[config.mk]
export PLATFORM = sky130hd
export DESIGN_NAME = net_control_sequencer
export DESIGN_NICKNAME = d
export VERILOG_FILES = /design/src/rtl/net_control_sequencer.sv
export SDC_FILE = /design/constraint.sdc
export NUM_CORES = 2
export LEC_CHECK = 0
export ABC_AREA = 1
export CAP_MARGIN = 40
export CORE_ASPECT_RATIO = 1.25
export CORE_MARGIN = 3
export CORE_UTILIZATION = 40
export DETAILED_ROUTE_END_ITERATION = 12
export DONT_BUFFER_PORTS = 1
export PLACE_DENSITY = 0.54
export REMOVE_ABC_BUFFERS = 1
export SLEW_MARGIN = 20
export SYNTH_ARGS = -nofsm -noshare
export SYNTH_HDL_FRONTEND = slang
export SYNTH_SLANG_ARGS = --single-unit
[constraint.sdc]
create_clock -name clk -period 8.6 [get_ports clk]
set_input_delay 1.72 -clock clk [delete_from_list [all_inputs] [get_ports clk]]
set_output_delay 1.72 -clock clk [all_outputs]
set_load 0.05 [all_outputs]
[src/rtl/net_control_sequencer.sv]
// net_control_sequencer
//   Initiator end of the processing-unit network control bus. A small program
//   memory is loaded by the host while idle. After start, the sequencer steps
//   through the program and drives the WS-bit control word onto the unit
//   network. The host sees a start/busy/done handshake.
//
//   Instruction format: {op[1:0], arg[AW-1:0], sig[WS-1:0]}
//     op 00 SIG  : drive sig, advance
//     op 01 HOLD : drive sig for arg+1 steps, then advance
//     op 10 JUMP : drive sig, pc <= arg[PAW-1:0]
//     op 11 HALT : drive 0, pulse done, return to IDLE (pc holds)
//
//   Ports
//     clk, rst        clock; asynchronous active-low reset
//     prog_we/addr/data  program write port (honoured only in IDLE)
//     start           begin at pc=0 (sampled only in IDLE)
//     stall           freeze sequencing, bus driven quiet (0)
//     signals_o       registered control word
//     busy            state == RUN
//     done            one-cycle pulse after HALT executes
//     pc_o            current program counter
//     cycles_o        (NET_SEQ_CYCLE_CNT_EN only) saturating count of
//                     non-stalled RUN cycles since the last start
//
//   Optional feature macro: NET_SEQ_CYCLE_CNT_EN
module net_control_sequencer #(
  parameter int WS  = 16,
  parameter int PAW = 6,
  parameter int AW  = 8
) (
  input  logic              clk,
  input  logic              rst,
  input  logic              prog_we,
  input  logic [PAW-1:0]    prog_addr,
  input  logic [2+AW+WS-1:0] prog_data,
  input  logic              start,
  input  logic              stall,
  output logic [WS-1:0]     signals_o,
  output logic              busy,
  output logic              done,
  output logic [PAW-1:0]    pc_o
`ifdef NET_SEQ_CYCLE_CNT_EN
  ,
  output logic [31:0]       cycles_o
`endif
);

  localparam int IW = 2 + AW + WS;

  typedef enum logic [1:0] {
    OP_SIG  = 2'b00,
    OP_HOLD = 2'b01,
    OP_JUMP = 2'b10,
    OP_HALT = 2'b11
  } op_t;

  typedef struct packed {
    logic [1:0]    op;
    logic [AW-1:0] arg;
    logic [WS-1:0] sig;
  } instr_t;

  typedef enum logic {IDLE, RUN} state_t;

  state_t         state_q, state_d;
  logic [PAW-1:0] pc_q, pc_d;
  logic [AW-1:0]  rpt_q, rpt_d;
  logic [WS-1:0]  sig_q, sig_d;
  logic           done_q, done_d;
  instr_t         cur;

  // Program memory: not reset, so a loaded program survives a reset.
  logic [IW-1:0] mem [2**PAW];

  always_ff @(posedge clk) begin
    if (prog_we && state_q == IDLE) mem[prog_addr] <= prog_data;
  end

  assign cur = instr_t'(mem[pc_q]);

  always_ff @(posedge clk or negedge rst) begin
    if (!rst) begin
      state_q <= IDLE;
      pc_q    <= '0;
      rpt_q   <= '0;
      sig_q   <= '0;
      done_q  <= 1'b0;
    end else begin
      state_q <= state_d;
      pc_q    <= pc_d;
      rpt_q   <= rpt_d;
      sig_q   <= sig_d;
      done_q  <= done_d;
    end
  end

  // The bus is quiet (0) unless an instruction executes this cycle, so idle,
  // stall and HALT all share the default.
  always_comb begin
    state_d = state_q;
    pc_d    = pc_q;
    rpt_d   = rpt_q;
    sig_d   = '0;
    done_d  = 1'b0;
    case (state_q)
      IDLE: begin
        if (start) begin
          state_d = RUN;
          pc_d    = '0;
          rpt_d   = '0;
        end
      end
      RUN: begin
        if (!stall) begin
          case (op_t'(cur.op))
            OP_SIG: begin
              sig_d = cur.sig;
              pc_d  = pc_q + 1'b1;
            end
            OP_HOLD: begin
              sig_d = cur.sig;
              // rpt counts completed repeats; arg=0 degenerates to SIG
              if (rpt_q == cur.arg) begin
                rpt_d = '0;
                pc_d  = pc_q + 1'b1;
              end else begin
                rpt_d = rpt_q + 1'b1;
              end
            end
            OP_JUMP: begin
              sig_d = cur.sig;
              pc_d  = cur.arg[PAW-1:0];
              rpt_d = '0;
            end
            OP_HALT: begin
              done_d  = 1'b1;
              state_d = IDLE;
            end
            default: ;
          endcase
        end
      end
      default: state_d = IDLE;
    endcase
  end

  assign signals_o = sig_q;
  assign busy      = (state_q == RUN);
  assign done      = done_q;
  assign pc_o      = pc_q;

`ifdef NET_SEQ_CYCLE_CNT_EN
  logic [31:0] cyc_q;

  always_ff @(posedge clk or negedge rst) begin
    if (!rst) begin
      cyc_q <= '0;
    end else if (state_q == IDLE && start) begin
      cyc_q <= '0;
    end else if (state_q == RUN && !stall && cyc_q != 32'hFFFF_FFFF) begin
      cyc_q <= cyc_q + 32'd1;
    end
  end

  assign cycles_o = cyc_q;
`endif

endmodule

# Yosys cells after proc, flatten, opt, wreduce, memory -nomap -nowiden
# Memories as Yosys holds them, arrays and structs flattened.
# Index checks and enable logic that the tools add are counted.
# totals
wordCells	45
inputBits	37
n_memories	1
mem_bits_ro	0
mem_bits_rw	1664
ff_bits	32
latch_bits	0
# op_classes
n_div	0
n_bitwise	1
n_eq_ne	9
magnitude_cmp	0
n_mul	0
add_sub_neg	2
reduce_logical	5
n_shift	0
muxes	22
# memory_table
name	depth	width	rd	rd_ports_with_merged_regs	wr	line	rtl
mem	64	26	1	0	1	73	logic [IW-1:0] mem [2**PAW];
# ops
operator	count
16-bit two-way mux	3
8-bit case mux with 2 select lines	2
8-bit two-way mux	3
6-bit two-way mux	3
6-bit case mux with 3 select lines	1
6-bit case mux with 2 select lines	1
8-bit by 1-bit adder with 8-bit output, second input constant	1
8-bit equality test	1
1-bit two-way mux	8
6-bit by 1-bit adder with 6-bit output, second input constant	1
2-bit equality test, second input constant	2
2-bit inequality test, second input constant	2
4-bit by 1-bit inequality test with 1-bit output, second input constant	1
4-bit AND reduction	1
3-bit by 1-bit inequality test with 1-bit output, second input constant	1
3-bit inequality test, second input constant	1
3-bit AND reduction	1
3-bit OR reduction	1
2-bit by 1-bit equality test with 1-bit output, second input constant	1
2-bit logical NOT	1
1-bit case mux with 2 select lines	1
1-bit logical AND	1
1-bit inverter	1

# Depth between registers and ports, before layout
# An unclocked memory read counts as a cell.
# depth
word_depth	6
ltp_mapped	26

# Least setup slack after synthesis
# Ideal clock, no wire load.
# synth_path
path_type	input-to-reg
startpoint	in prog_we
endpoint	mem mem[0][0] (netlist name) (enable)
path_stages	4
arrival_time_ps	3500
setup_ps	409
slack_ps	4691
path_cell_list	inv_1 nor2_1 nand4_1 nor2_1
# synth_via
elab_chain_cells	3
# synth_rtl
item	line	rtl
start: declaration	33	input logic prog_we,
1-bit logical AND	76	if (prog_we && state_q == IDLE) mem[prog_addr] <= prog_data;
1-bit two-way mux	76	
1-bit two-way mux (not written as such)	76	
end: declaration	73	
# Every way passes these cells.

# Worst setup path after layout
# layout_path
startpoint	reg pc_q[0], in the netlist pc_o[0]
endpoint	reg rpt_q[2]
# layout_via
elab_chain_cells	6
word_cells_on_any_way	10
# layout_rtl
item	line	rtl
start: declaration	66	logic [PAW-1:0] pc_q, pc_d;
start signal: assignment	90	pc_q <= pc_d;
memory read 64 x 26 bit (*)	-	
8-bit equality test	123	if (rpt_q == cur.arg) begin
8-bit two-way mux	123	
8-bit case mux with 2 select lines	115	case (op_t'(cur.op))
8-bit two-way mux	114	if (!stall) begin
8-bit case mux with 2 select lines	105	case (state_q)
end signal: assignment	91	rpt_q <= rpt_d;
end: declaration	67	logic [AW-1:0] rpt_q, rpt_d;
# Mark *: on every way between the ends. The rest lies on a longest branch, timed or not. The select of a mux whose other input is x is not followed.
# A chain may end at the register's enable or synchronous reset.

==> flow_summary.toml <==
[final_layout]
finish.utilization_pct = 45.3
nets = 5236
area_growth_pct = 12.5
drive_gt1_share_pct = 8.60
fillerInstances = 14803

[power_and_ir_drop]
swShare_pct = 36.1
power_density_nw_per_um2 = 301
peakVddDrop_mv = 0.359
p_leak_nw = 25.3
combPwrFrac_pct = 29.4
pwr-share-clk_pct = 29.7
p_seq_share_pct = 40.9
internal-power_w = 0.0147
netSwitchingPower_w = 0.00828

[grt]
grt.overflow.total = 0
grt_util_all_layers_pct = 22.8
antenna_found_initial = 12
grt_pass1_vias = 40828
grt_max_degree = 278
grt_pass1_wl_um = 292000

[die]
initial_core_util_pct = 40.3
rows = 168
io_pins = 61
die_area_um2 = 174000
core_um2 = 168000
die_y_um = 466
die_x_um = 374

[synthesis]
ys_seq_area_share_pct = 75.0
avgSynthCellArea_um2 = 12.9
synth.most_common_cell = "edfxtp_1"
ys_top_cells_by_count = "1,664 x edfxtp_1, 1,141 x nand2_1, 529 x nor2_1"
ys_ff_latch = 1696
synth_edf_count = 1664
yosys_warnings = 0
yosys.area.top_type = "edfxtp_1"
syn_inst = 5239
ys.flop_type = "edfxtp_1"
synth.top_cell.area_share_pct = 73.8
synth-async-reset-ratio_pct = 1.89
synth.area.top_cells = "edfxtp_1 74%, nand2_1 6.3%, a21oi_1 3.5%, nor2_1 2.9%, nand3_1 2.0%"
ys_types = 40
netlist_area_um2 = 67700

[worst_setup_path]
start_kind = "flip-flop"
cp-end-kind = "flip-flop"
cp.arrival_ns = 5.74
criticalPathCategory = "flip-flop to flip-flop"
worstPathRequired_ns = 9.29
cp_max_fo = 164

[sta]
tightest_slew_ns = 0.982
fin_crit_sh_pct = 58.8
finalCriticalPeriod_ns = 5.05
rsz0062_at_grt = "false"
holdWs_ns = 0.600
setup_viol = 0
slew_headroom_pct = 34.6
finalClockSkew_ns = 0.0202
max_freq_mhz = 198
slew_viol_final = 0
finalHoldViolations = 0

[detailed_routing]
via_per_inst = 5.66
route.detailed.drc = 0
firstDrtPassIters = 6
wl_um = 202000
drt_iter0_drc = 4783
final_antenna_net_count = 0
wl_per_cell_um = 26.8
vias = 42700

[cts]
clock_latency_ns = 0.82
cts-root-buf = "clkbuf_16"
cts_tree = "yes"
clock-sinks = 1696
ctsHoldBuffers = 0
path_clk_slew_ns = 0.06
numCtsBuffers = 163
cts_resized = 0
cts_setup_buffers = 0
clk_path_buf_depth = 3
htreeDepth = 4

[place]
place_congestion = 0.863
post-dp-hpwl_um = 112000
port_buffers = 0

[run]
maxCapViolCount = 0

[outcome]
status = "finished, final reports clean"

[worst_hold_path]
hold_class = "primary input to async pin"
==> cells in the final DEF (no fill, tap or decap), types with 39 or more instances in the layout <==
master	n
nor2_1	465
o21ai_0	246
buf_4	68
edfxtp_1	1664
o211ai_1	63
nand2_1	1140
clkinv_1	41
clkbuf_16	165
nor2_4	51
clkbuf_1	39
a22oi_1	118
nand3_1	266
o311ai_0	39
o221ai_1	44
inv_1	58
a21oi_1	476
==> critical path: stages (launching register included) <==
cell	delay, ns
dfrtp_4	0.79
buf_12	0.50
buf_4	0.78
o21ai_0	0.22
o221ai_1	0.22
o211ai_1	0.18
nand3_1	0.16
nand3_1	0.16
nand2_1	0.19
inv_1	0.08
ha_1	0.29
nor2_1	0.16
inv_1	0.11
o21ai_0	0.23
nor2_1	0.18
inv_1	0.12
nor2_1	0.04
o21ai_0	0.07
o22ai_1	0.11
==> final timing paths <==
check / start / to / slack, ns / depth (start not counted)
max: pc_o[0]$_DFFE_PN0P_ / rpt_q[2]$_DFFE_PN0P_ / 3.55 / 18
min: rst / signals_o[10]$_DFF_PN0_ / 0.60 / 0
max reg2reg: pc_o[0]$_DFFE_PN0P_ / rpt_q[2]$_DFFE_PN0P_ / 3.55 / 18
min reg2reg: rpt_q[7]$_DFFE_PN0P_ / rpt_q[7]$_DFFE_PN0P_ / 0.62 / 2
max in group asynchronous: rst / pc_o[5]$_DFFE_PN0P_ / 7.87 / 0
min in group clk: rpt_q[7]$_DFFE_PN0P_ / rpt_q[7]$_DFFE_PN0P_ / 0.62 / 2
==> per-layer routing <==
metal | wire, µm | global-route usage [%]
met4 | 6310 | 7.73
met3 | 14700 | 4.10
met2 | 98200 | 37.7
met5 | 0 | 0
met1 | 82900 | 30.4
==> power groups by stage <==
stage | Clock [W] | Sequential [W] | Combinational (W)
global route | 0.00725 | 0.00939 | 0.00733
global placement | 0 | 0.00956 | 0.00663
CTS | 0.00693 | 0.00938 | 0.00673
floorplan | 0 | 0.00992 | 0.00403
finish | 0.00682 | 0.00938 | 0.00674
detailed placement | 0 | 0.00956 | 0.00671
==> layout make-up <==
type / count / area [µm²] / area share (%)
inverters: 65 / 284 / 0.373
well taps: 2210 / 2770 / 3.63
clock inverters: 91 / 643 / 0.845
repair buffers: 139 / 2010 / 2.64
clock buffers: 207 / 4320 / 5.67
diodes: 5 / 12.5 / 0.0164
multi-input cells: 3127 / 15300 / 20.1
flip-flops and latches: 1696 / 50800 / 66.7
==> flip-flops by register name, summed over array words and instances (netlist names) <==
signal     flops
rpt_q          8
mem         1664
busy           1
pc_o           6
signals_o     16
done           1
==> logic make-up after synthesis <==
group                      synth area share, %
and+or+nand+nor                           11.7
DFF                                       75.0
AOI/OAI and AO/OA                         10.2
buffers and inverters                     3.01
adders and majority gates                0.129
xor gates and xnor gates                0.0388
==> through the flow <==
stage | worst slack, ns | power [W] | instances | TNS (ns) | cell area [µm²]
floorplan | -20.14 | 0.0139 | 4888 | -640.19 | 65900
global placement | 3.64 | 0.0162 | 7172 | 0 | 69800
detailed placement | 3.71 | 0.0163 | 7232 | 0 | 71100
CTS | 3.68 | 0.0230 | 7530 | 0 | 76000
global route | 3.25 | 0.0240 | 7536 | 0 | 76100
finish | 3.55 | 0.0229 | 7540 | 0 | 76100
No activity file was read; power rests on OpenSTA's default activity.
